===== src/rtl/stat_accumulator.sv =====
// Windowed statistics accumulator.
// Accepted samples pass through a one-cycle register stage (sample, square,
// valid, flush) and are then folded into a running sum, sum of squares and
// count. A window closes when WINDOW samples have been accumulated or a flush
// reaches stage 2. On close, the final values are published on the output
// registers with a one-cycle result_valid strobe, and the running state
// restarts from zero.
module stat_accumulator #(
    parameter int DATA_W = 16,
    parameter int ACC_W  = 64,
    parameter int WINDOW = 256,
    localparam int CNT_W = $clog2(WINDOW + 1)
) (
    input  logic              clk,
    input  logic              nreset,
    input  logic              enable,
    input  logic              hold,
    input  logic              in_valid,
    input  logic [DATA_W-1:0] data_in,
    input  logic              flush,
    output logic [ACC_W-1:0]  sum_out,
    output logic [ACC_W-1:0]  sum_square_out,
    output logic [CNT_W-1:0]  count_out,
    output logic              result_valid,
    output logic              overflow
);

    typedef enum logic {
        IDLE = 1'b0,
        RUN  = 1'b1
    } state_t;

    localparam logic [CNT_W-1:0] WINDOW_CNT = CNT_W'(WINDOW);

    state_t state_q, state_d;

    // Stage 1: registered sample, its square, and qualifiers
    logic [DATA_W-1:0]   s1_data_q,  s1_data_d;
    logic [2*DATA_W-1:0] s1_sq_q,    s1_sq_d;
    logic                s1_valid_q, s1_valid_d;
    logic                s1_flush_q, s1_flush_d;

    // Stage 2: running window state
    logic [ACC_W-1:0] run_sum_q, run_sum_d;
    logic [ACC_W-1:0] run_sq_q,  run_sq_d;
    logic [CNT_W-1:0] run_cnt_q, run_cnt_d;
    logic             run_ovf_q, run_ovf_d;

    // Published result registers
    logic [ACC_W-1:0] sum_out_q,  sum_out_d;
    logic [ACC_W-1:0] sq_out_q,   sq_out_d;
    logic [CNT_W-1:0] cnt_out_q,  cnt_out_d;
    logic             ovf_out_q,  ovf_out_d;
    logic             rv_q,       rv_d;

    // Combinational helpers
    logic                accept;
    logic                flush_take;
    logic [2*DATA_W-1:0] data_wide;
    logic [2*DATA_W-1:0] data_square;
    logic [ACC_W:0]      sum_add;
    logic [ACC_W:0]      sq_add;
    logic [ACC_W-1:0]    sum_upd;
    logic [ACC_W-1:0]    sq_upd;
    logic [CNT_W-1:0]    cnt_upd;
    logic                ovf_upd;
    logic                window_close;

    // State register
    always_ff @(posedge clk or negedge nreset) begin
        if (!nreset) begin
            state_q <= IDLE;
        end else begin
            state_q <= state_d;
        end
    end

    // Next-state logic: RUN follows enable with one edge of latency
    always_comb begin
        state_d = state_q;
        case (state_q)
            IDLE:    if (enable)  state_d = RUN;
            RUN:     if (!enable) state_d = IDLE;
            default: state_d = IDLE;
        endcase
    end

    // Acceptance qualifiers; flush is independent of hold and in_valid
    assign accept     = (state_q == RUN) && enable && !hold && in_valid;
    assign flush_take = (state_q == RUN) && enable && flush;

    assign data_wide   = {{DATA_W{1'b0}}, data_in};
    assign data_square = data_wide * data_wide;

    // Stage 1 next values; unaccepted cycles load zeros so the stage is inert
    always_comb begin
        s1_data_d  = '0;
        s1_sq_d    = '0;
        s1_valid_d = 1'b0;
        s1_flush_d = 1'b0;
        if (accept) begin
            s1_data_d  = data_in;
            s1_sq_d    = data_square;
            s1_valid_d = 1'b1;
        end
        s1_flush_d = flush_take;
    end

    // Stage 1 registers
    always_ff @(posedge clk or negedge nreset) begin
        if (!nreset) begin
            s1_data_q  <= '0;
            s1_sq_q    <= '0;
            s1_valid_q <= 1'b0;
            s1_flush_q <= 1'b0;
        end else begin
            s1_data_q  <= s1_data_d;
            s1_sq_q    <= s1_sq_d;
            s1_valid_q <= s1_valid_d;
            s1_flush_q <= s1_flush_d;
        end
    end

    // Saturating adds; the extra top bit is the carry-out of ACC_W
    assign sum_add = {1'b0, run_sum_q} + {1'b0, ACC_W'(s1_data_q)};
    assign sq_add  = {1'b0, run_sq_q}  + {1'b0, ACC_W'(s1_sq_q)};

    // Post-update window values, including the stage-1 sample when valid
    always_comb begin
        sum_upd = run_sum_q;
        sq_upd  = run_sq_q;
        cnt_upd = run_cnt_q;
        ovf_upd = run_ovf_q;
        if (s1_valid_q) begin
            sum_upd = sum_add[ACC_W] ? {ACC_W{1'b1}} : sum_add[ACC_W-1:0];
            sq_upd  = sq_add[ACC_W]  ? {ACC_W{1'b1}} : sq_add[ACC_W-1:0];
            cnt_upd = run_cnt_q + CNT_W'(1);
            ovf_upd = run_ovf_q | sum_add[ACC_W] | sq_add[ACC_W];
        end
    end

    // A full window and a coincident flush collapse into one close event
    assign window_close = s1_flush_q || (cnt_upd == WINDOW_CNT);

    // Stage 2 and output next values; enable low wipes everything
    always_comb begin
        run_sum_d = sum_upd;
        run_sq_d  = sq_upd;
        run_cnt_d = cnt_upd;
        run_ovf_d = ovf_upd;
        sum_out_d = sum_out_q;
        sq_out_d  = sq_out_q;
        cnt_out_d = cnt_out_q;
        ovf_out_d = ovf_out_q;
        rv_d      = 1'b0;
        if (!enable) begin
            run_sum_d = '0;
            run_sq_d  = '0;
            run_cnt_d = '0;
            run_ovf_d = 1'b0;
            sum_out_d = '0;
            sq_out_d  = '0;
            cnt_out_d = '0;
            ovf_out_d = 1'b0;
        end else if (window_close) begin
            sum_out_d = sum_upd;
            sq_out_d  = sq_upd;
            cnt_out_d = cnt_upd;
            ovf_out_d = ovf_upd;
            rv_d      = 1'b1;
            run_sum_d = '0;
            run_sq_d  = '0;
            run_cnt_d = '0;
            run_ovf_d = 1'b0;
        end
    end

    // Running window registers
    always_ff @(posedge clk or negedge nreset) begin
        if (!nreset) begin
            run_sum_q <= '0;
            run_sq_q  <= '0;
            run_cnt_q <= '0;
            run_ovf_q <= 1'b0;
        end else begin
            run_sum_q <= run_sum_d;
            run_sq_q  <= run_sq_d;
            run_cnt_q <= run_cnt_d;
            run_ovf_q <= run_ovf_d;
        end
    end

    // Output registers hold the last result until the next close or clear
    always_ff @(posedge clk or negedge nreset) begin
        if (!nreset) begin
            sum_out_q <= '0;
            sq_out_q  <= '0;
            cnt_out_q <= '0;
            ovf_out_q <= 1'b0;
            rv_q      <= 1'b0;
        end else begin
            sum_out_q <= sum_out_d;
            sq_out_q  <= sq_out_d;
            cnt_out_q <= cnt_out_d;
            ovf_out_q <= ovf_out_d;
            rv_q      <= rv_d;
        end
    end

    assign sum_out        = sum_out_q;
    assign sum_square_out = sq_out_q;
    assign count_out      = cnt_out_q;
    assign overflow       = ovf_out_q;
    assign result_valid   = rv_q;

endmodule


===== config.mk =====
export PLATFORM = sky130hd
export DESIGN_NAME = stat_accumulator
export DESIGN_NICKNAME = d
export VERILOG_FILES = /design/src/rtl/stat_accumulator.sv
export SDC_FILE = /design/constraint.sdc
export NUM_CORES = 1
export LEC_CHECK = 0
export BUFFER_PORTS_ARGS = -buffer_cell sky130_fd_sc_hd__buf_4
export CORE_ASPECT_RATIO = 1.4
export CORE_MARGIN = 2
export CORE_UTILIZATION = 39
export DETAILED_ROUTE_END_ITERATION = 12
export PLACE_DENSITY_LB_ADDON = 0.2
export SETUP_SLACK_MARGIN = 0.1
export SYNTH_ARGS = -nofsm -noshare
export SYNTH_HDL_FRONTEND = slang
export SYNTH_SLANG_ARGS = --single-unit

===== constraint.sdc =====
create_clock -name clk -period 8.05 [get_ports clk]
set_input_delay 1.2075 -clock clk [delete_from_list [all_inputs] [get_ports clk]]
set_output_delay 1.2075 -clock clk [all_outputs]
set_load 0.1 [all_outputs]

==> results of run 1 <==
-- power groups by stage --
stage	clock network (mW)	registers, mW	logic [mW]
detailed placement	0	1.76	4.14
CTS	1.65	1.73	4.18
floorplan	0	1.89	3.10
global placement	0	1.76	4.05
global route	1.72	1.73	4.72
finish	1.61	1.73	4.16
-- per-layer routing --
layer / track usage (%) / vias to the layer above
met5: 0 / -
met4: 7.04 / 0
met3: 1.82 / 98
met2: 38.5 / 402
met1: 26.7 / 9123
li1: - / 8745
-- final cells by class --
class                           count  area share, %
Inverter                          275           3.91
Tap cell                          756           3.58
Clock inverter                      7          0.441
Sequential cell                   326           30.9
Multi-Input combinational cell   1824           52.3
Timing Repair Buffer              177           5.11
Clock buffer                       51           3.77
-- cell usage after synthesis, drive strengths merged (13+ instances only) --
cell type  number
nand3          66
nand2         207
a21o           23
o21a           15
nor2b          13
mux2i          15
and3           38
nor3           47
a211oi         24
nor2          266
nand4          40
a311oi         18
a31oi          29
fa            165
xnor2          75
dfrtp         326
xor2           62
clkbuf         95
ha            149
o21ai         152
a21oi         176
buf            31
inv           275
o211ai         19
and2           88
-- metrics by stage --
step,instance area (µm²),utilization [%],setup WS [ns],power [mW],instances
finish,26400,44.2,1.35,7.50,3416
global route,26400,44.2,1.03,8.16,3416
CTS,26400,44.2,1.36,7.56,3416
detailed placement,25300,42.4,0.812,5.90,3358
global placement,25300,42.4,0.914,5.81,3358
floorplan,23500,-,1.01,4.99,2551
-- registers in the layout, indices dropped and copies added (netlist names) --
register        cells
count_out           9
overflow            1
result_valid        1
run_cnt_q           9
run_ovf_q           1
run_sq_q           64
run_sum_q          64
s1_data_q          15
s1_flush_q          1
s1_sq_q            31
s1_valid_q          1
state_q             1
sum_out            64
sum_square_out     64
-- worst reg2reg max path, stage by stage, from the launching register on --
cell and delay [ns]:
dfrtp_1 0.51, ha_1 0.31, fa_1 0.42, a21oi_1 0.25
nand4b_1 0.21, nand3b_1 0.12, a221oi_2 0.42, o21ai_0 0.16
buf_4 0.18, nand2b_1 0.45, nor2_1 0.09, buf_4 0.25
nor2_1 0.84, a311oi_1 0.20
-- worst paths after layout --
kind | start | to | slack [ns]
worst max-delay path | data_in[4] | s1_sq_q[30]$_DFF_PN0_ | 1.35
worst min-delay path | sum_out[11]$_DFFE_PN0P_ | sum_out[11]$_DFFE_PN0P_ | 0.48
worst max register to register | s1_sq_q[0]$_DFF_PN0_ | sum_out[63]$_DFFE_PN0P_ | 3.49
worst min register to register | sum_out[11]$_DFFE_PN0P_ | sum_out[11]$_DFFE_PN0P_ | 0.48
max in group asynchronous | nreset | s1_valid_q$_DFF_PN0_ | 5.84
min in group asynchronous | nreset | count_out[2]$_DFFE_PN0P_ | 0.75
-- cell families after synthesis --
family / after synthesis / share of synthesized area (%)
xor+xnor: 137 / 5.11
simple gates: 821 / 16.6
compound gates: 536 / 14.2
flops: 326 / 34.8
buf+inv: 401 / 6.63
fa+ha+maj: 314 / 22.0
mux: 16 / 0.688
==> impl_metrics.csv, run 1 <==
group,metric,value,unit
run_status,status,"finished, final reports clean",
timing,period_share,83.2,%
power_and_ir_drop,power_density,284,nW/µm²
critical_path,startpoint_type,"input port",
layout,syn_to_final_growth,12.4,%
critical_path,cpPeakStageDelay,0.57,ns
critical_path,worst_ep_required_time,8.44,ns
synthesis,synth_top_flop_cell,"dfrtp_1",
synthesis,async_reset_ff_share,100,%
drt,wl_met2,33500,µm
synthesis,synth_area_leader_cell,"dfrtp_1",
clock_network,htree_levels,2,
timing,rsz0062_at_grt,"false",
power_and_ir_drop,clkPwrFrac,21.4,%
clock_network,cts_tree,"done",
critical_path,criticalPathCategory,"in -> reg",
drt,final_antenna_net_count,0,
drt,m1WireLength,27700,µm
timing,finClkSkew,0.0197,ns
worst_hold_path,hold_path.class,"reg -> reg",
drt,first_pass_iters,5,
synthesis,synth_edf_count,0,
placement,place_hpwl,49500,µm
clock_network,clk_pin_slew,0.06,ns
synthesis,synth_area_leaders,"dfrtp_1, fa_1, ha_1, inv_1, nor2_1",
drt,via_count,18400,
die,fp.dieH,294,µm
synthesis,synth_top_cell_area_share,34.8,%
timing,finalSetupTns,0,ns
drt,totalWireLength,65600,µm
power_and_ir_drop,combPwrFrac,55.5,%
clock_network,cts.sinks,326,
power_and_ir_drop,ir_worst_vdd,0.291,mV
flow_run,drv_cap,0,
drt,wl_per_cell,19.2,µm
timing,finalHoldViolations,0,
global_route,antenna_found_initial,0,
synthesis,syn_area_per_cell,9.20,µm²
critical_path,cp-end-kind,"register",
critical_path,cpMostUsedCell,"fa_1",
layout,layout_common_cells,"dfrtp_1, inv_1, nor2_1",
timing,final-setup-viol-count,0,
timing,relSlewSlack,29.0,%
drt,dr.max_layer_used,"met4",
clock_network,post_cts_buffers,0,
layout,antenna_cells,0,
synthesis,syn_area,23500,µm²
die,die_width,211,µm
synthesis,synth_seq_cells,326,
clock_network,clk_latency,0.53,ns
power_and_ir_drop,p_int,4.31,mW
timing,slew_viol_final,0,
drt,wl_met3,2340,µm
power_and_ir_drop,switching_share,42.5,%
clock_network,cts_root_buf,"clkbuf_16",
global_route,grt_pass1_vias,19200,
global_route,grt_max_degree,153,
synthesis,syn_inst,2551,
critical_path,cp_cell_sequence,"buf_4 -> nand2_1 -> fa_1 -> inv_1 -> fa_1 -> fa_1 -> fa_1 -> fa_1 -> inv_1 -> fa_1 -> inv_1 -> ha_1 -> nand3_1 -> nor4_1 -> o311ai_0 -> a21boi_0 -> nand2_1 -> a311oi_1 -> xnor2_1 -> nor2_1",
critical_path,rr_worst_depth,13,
power_and_ir_drop,power.leakage,12.9,nW
timing,worstMarginPinSlew,1.06,ns
power_and_ir_drop,seqPwrFrac,23.0,%
die,fp-row-count,106,
timing,holdWs,0.485,ns
timing,max_freq,149,MHz
die,core,59700,µm²
die,pin_count,161,
critical_path,cp_max_fo,19,
drt,drcViolationCount,0,
critical_path,crit_family,"adder cells",
global_route,grt_remaining_overflow,0,
global_route,track_usage,21.3,%
timing,period_needed,6.70,ns
layout,multi_input_area,13800,µm²
critical_path,critPathSlowestCell,"fa_1",
die,start_util,39.3,%
clock_network,numCtsBuffers,34,
layout,drive_gt1_share,10.1,%
synthesis,ys_warn_count,0,
placement,io_buffers,160,
global_route,grt_pass1_wl,105000,µm
placement,place.gp.congestion,0.917,
worst_hold_path,min_path_cells,2,
drt,vias_per_cell,5.38,
layout,seqCellArea,8160,µm²
critical_path,path_depth,20,
critical_path,arrival,7.09,ns
clock_network,hold_buffers,0,
layout,fill_cells,5900,
critical_path,cp_num_buf_inv,4,
drt,drt_iter0_drc,948,
synthesis,syn-num-nets,2887,
power_and_ir_drop,switching_power,3.18,mW
clock_network,cts_resized,0,
clock_network,clk_path_buf_depth,3,
layout,layout_commonest_cell,"dfrtp_1",
die,dieArea,62200,µm²
synthesis,synth.distinct_cells,82,
synthesis,synth-seq-area-share,34.8,%
layout,nets,2974,
(Power assumes the default switching activity.)
==> run 2: changes to the inputs <==
==> constraint.sdc (replaced) <==
create_clock -name clk -period 6.9 [get_ports clk]
set_input_delay 1.035 -clock clk [delete_from_list [all_inputs] [get_ports clk]]
set_output_delay 1.035 -clock clk [all_outputs]
set_load 0.1 [all_outputs]
==> impl_metrics.csv, run 2 (same netlist as run 1, synthesis figures left out) <==
group,metric,value,unit
placement,place.gp.congestion,0.909,
power_and_ir_drop,power.leakage,13.0,nW
timing,max_freq,156,MHz
power_and_ir_drop,ir_worst_vdd,0.637,mV
clock_network,numCtsBuffers,31,
layout,seqCellArea,8160,µm²
flow_run,drv_cap,0,
clock_network,clk_path_buf_depth,3,
drt,first_pass_iters,5,
critical_path,arrival,6.84,ns
layout,fill_cells,5826,
critical_path,cp_max_fo,18,
die,pin_count,161,
critical_path,worst_ep_required_time,7.34,ns
global_route,grt_pass1_vias,19300,
drt,via_count,18400,
clock_network,hold_buffers,0,
layout,nets,2998,
global_route,antenna_found_initial,0,
layout,layout_commonest_cell,"dfrtp_1",
run_status,status,"finished, final reports clean",
critical_path,criticalPathCategory,"in -> reg",
timing,worstMarginPinSlew,1.10,ns
timing,rsz0062_at_grt,"false",
critical_path,cp_num_buf_inv,7,
die,start_util,39.3,%
drt,totalWireLength,65300,µm
timing,period_needed,6.39,ns
global_route,grt_max_degree,125,
timing,holdWs,0.485,ns
layout,multi_input_area,13800,µm²
die,fp.dieH,294,µm
die,core,59700,µm²
timing,final-setup-viol-count,0,
power_and_ir_drop,power_density,339,nW/µm²
die,die_width,211,µm
clock_network,htree_levels,1,
drt,final_antenna_net_count,0,
layout,syn_to_final_growth,13.3,%
clock_network,clk_pin_slew,0.06,ns
global_route,track_usage,21.3,%
timing,period_share,92.6,%
drt,drcViolationCount,0,
timing,finClkSkew,0.0304,ns
timing,finalHoldViolations,0,
clock_network,cts_resized,0,
clock_network,cts_tree,"done",
placement,io_buffers,160,
layout,drive_gt1_share,11.2,%
drt,wl_per_cell,19.0,µm
timing,slew_viol_final,0,
global_route,grt_remaining_overflow,0,
clock_network,clk_latency,0.59,ns
critical_path,cp-end-kind,"register",
critical_path,cpPeakStageDelay,0.56,ns
drt,vias_per_cell,5.35,
critical_path,crit_family,"adder cells",
global_route,grt_pass1_wl,106000,µm
worst_hold_path,hold_path.class,"in -> async",
clock_network,cts_root_buf,"clkbuf_16",
placement,place_hpwl,49600,µm
critical_path,cp_cell_sequence,"buf_4 -> and2_1 -> inv_1 -> fa_1 -> inv_1 -> fa_1 -> inv_1 -> fa_1 -> inv_1 -> fa_1 -> fa_1 -> inv_1 -> fa_1 -> inv_1 -> ha_1 -> nand2_1 -> nor4_1 -> o311ai_0 -> a21boi_0 -> nand2_1 -> a311oi_1 -> xnor2_1 -> nor2_1",
layout,layout_common_cells,"dfrtp_1, inv_1, nor2_1",
drt,drt_iter0_drc,1012,
critical_path,critPathSlowestCell,"fa_1",
die,fp-row-count,106,
die,dieArea,62200,µm²
timing,finalSetupTns,0,ns
timing,relSlewSlack,26.1,%
layout,antenna_cells,0,
critical_path,startpoint_type,"input port",
clock_network,cts.sinks,326,
clock_network,post_cts_buffers,0,
## run 2: worst reg2reg max path, stage by stage, from the launching register on
cell and delay, ns:
dfrtp_1 0.50, ha_1 0.31, fa_1 0.42, a21oi_1 0.20, nand4b_1 0.20, nand3b_1 0.12, a221oi_2 0.40, o21ai_0 0.17
buf_4 0.19, nand2b_1 0.49, nor2_1 0.09, buf_4 0.26, nor2_1 0.85, a311oi_1 0.21
## run 2: final timing paths
kind / from / endpoint / depth (start not counted) / slack (ns)
max: data_in[6] / s1_sq_q[30]$_DFF_PN0_ / 23 / 0.51
min in group clk: sum_out[11]$_DFFE_PN0P_ / sum_out[11]$_DFFE_PN0P_ / 2 / 0.49
max in group asynchronous: nreset / s1_valid_q$_DFF_PN0_ / 2 / 4.92
min: nreset / sum_out[53]$_DFFE_PN0P_ / 1 / 0.49
min reg2reg: sum_out[11]$_DFFE_PN0P_ / sum_out[11]$_DFFE_PN0P_ / 2 / 0.49
max reg2reg: s1_sq_q[0]$_DFF_PN0_ / sum_out[63]$_DFFE_PN0P_ / 13 / 2.34
## run 2: layout make-up
cell class	instances	area share, %
Multi-Input combinational cell	1824	51.9
Sequential cell	326	30.7
Timing Repair Buffer	204	5.83
Inverter	275	3.88
Tap cell	756	3.56
Clock buffer	46	3.54
Clock inverter	11	0.626
## run 2: power breakdown
group	internal (mW)	switching (mW)	leakage, nW
combinational	2.23	2.91	7.97
sequential	1.97	0.0394	4.51
clock	1.09	0.762	0.551
## run 2: stage by stage
| stage | total power, mW | setup WS [ns] | utilization, % | cell area, µm² | cells |
|---|---|---|---|---|---|
| floorplan | 5.82 | 0.119 | - | 23500 | 2551 |
| global placement | 7.14 | 0.00510 | 42.7 | 25500 | 3385 |
| detailed placement | 7.20 | -0.0931 | 42.7 | 25500 | 3385 |
| CTS | 9.10 | 0.512 | 44.6 | 26600 | 3442 |
| global route | 9.88 | 0.142 | 44.6 | 26600 | 3442 |
| finish | 9.00 | 0.508 | 44.6 | 26600 | 3442 |
## run 2: per-layer routing
layer	wire (µm)	up-vias	part of all wire (%)	GRT usage [%]
met5	0	-	0	0
met3	1960	101	3.0	1.52
met4	1690	0	2.6	5.81
met1	27900	9115	43	26.8
met2	33800	385	52	39.1
li1	-	8819	-	-
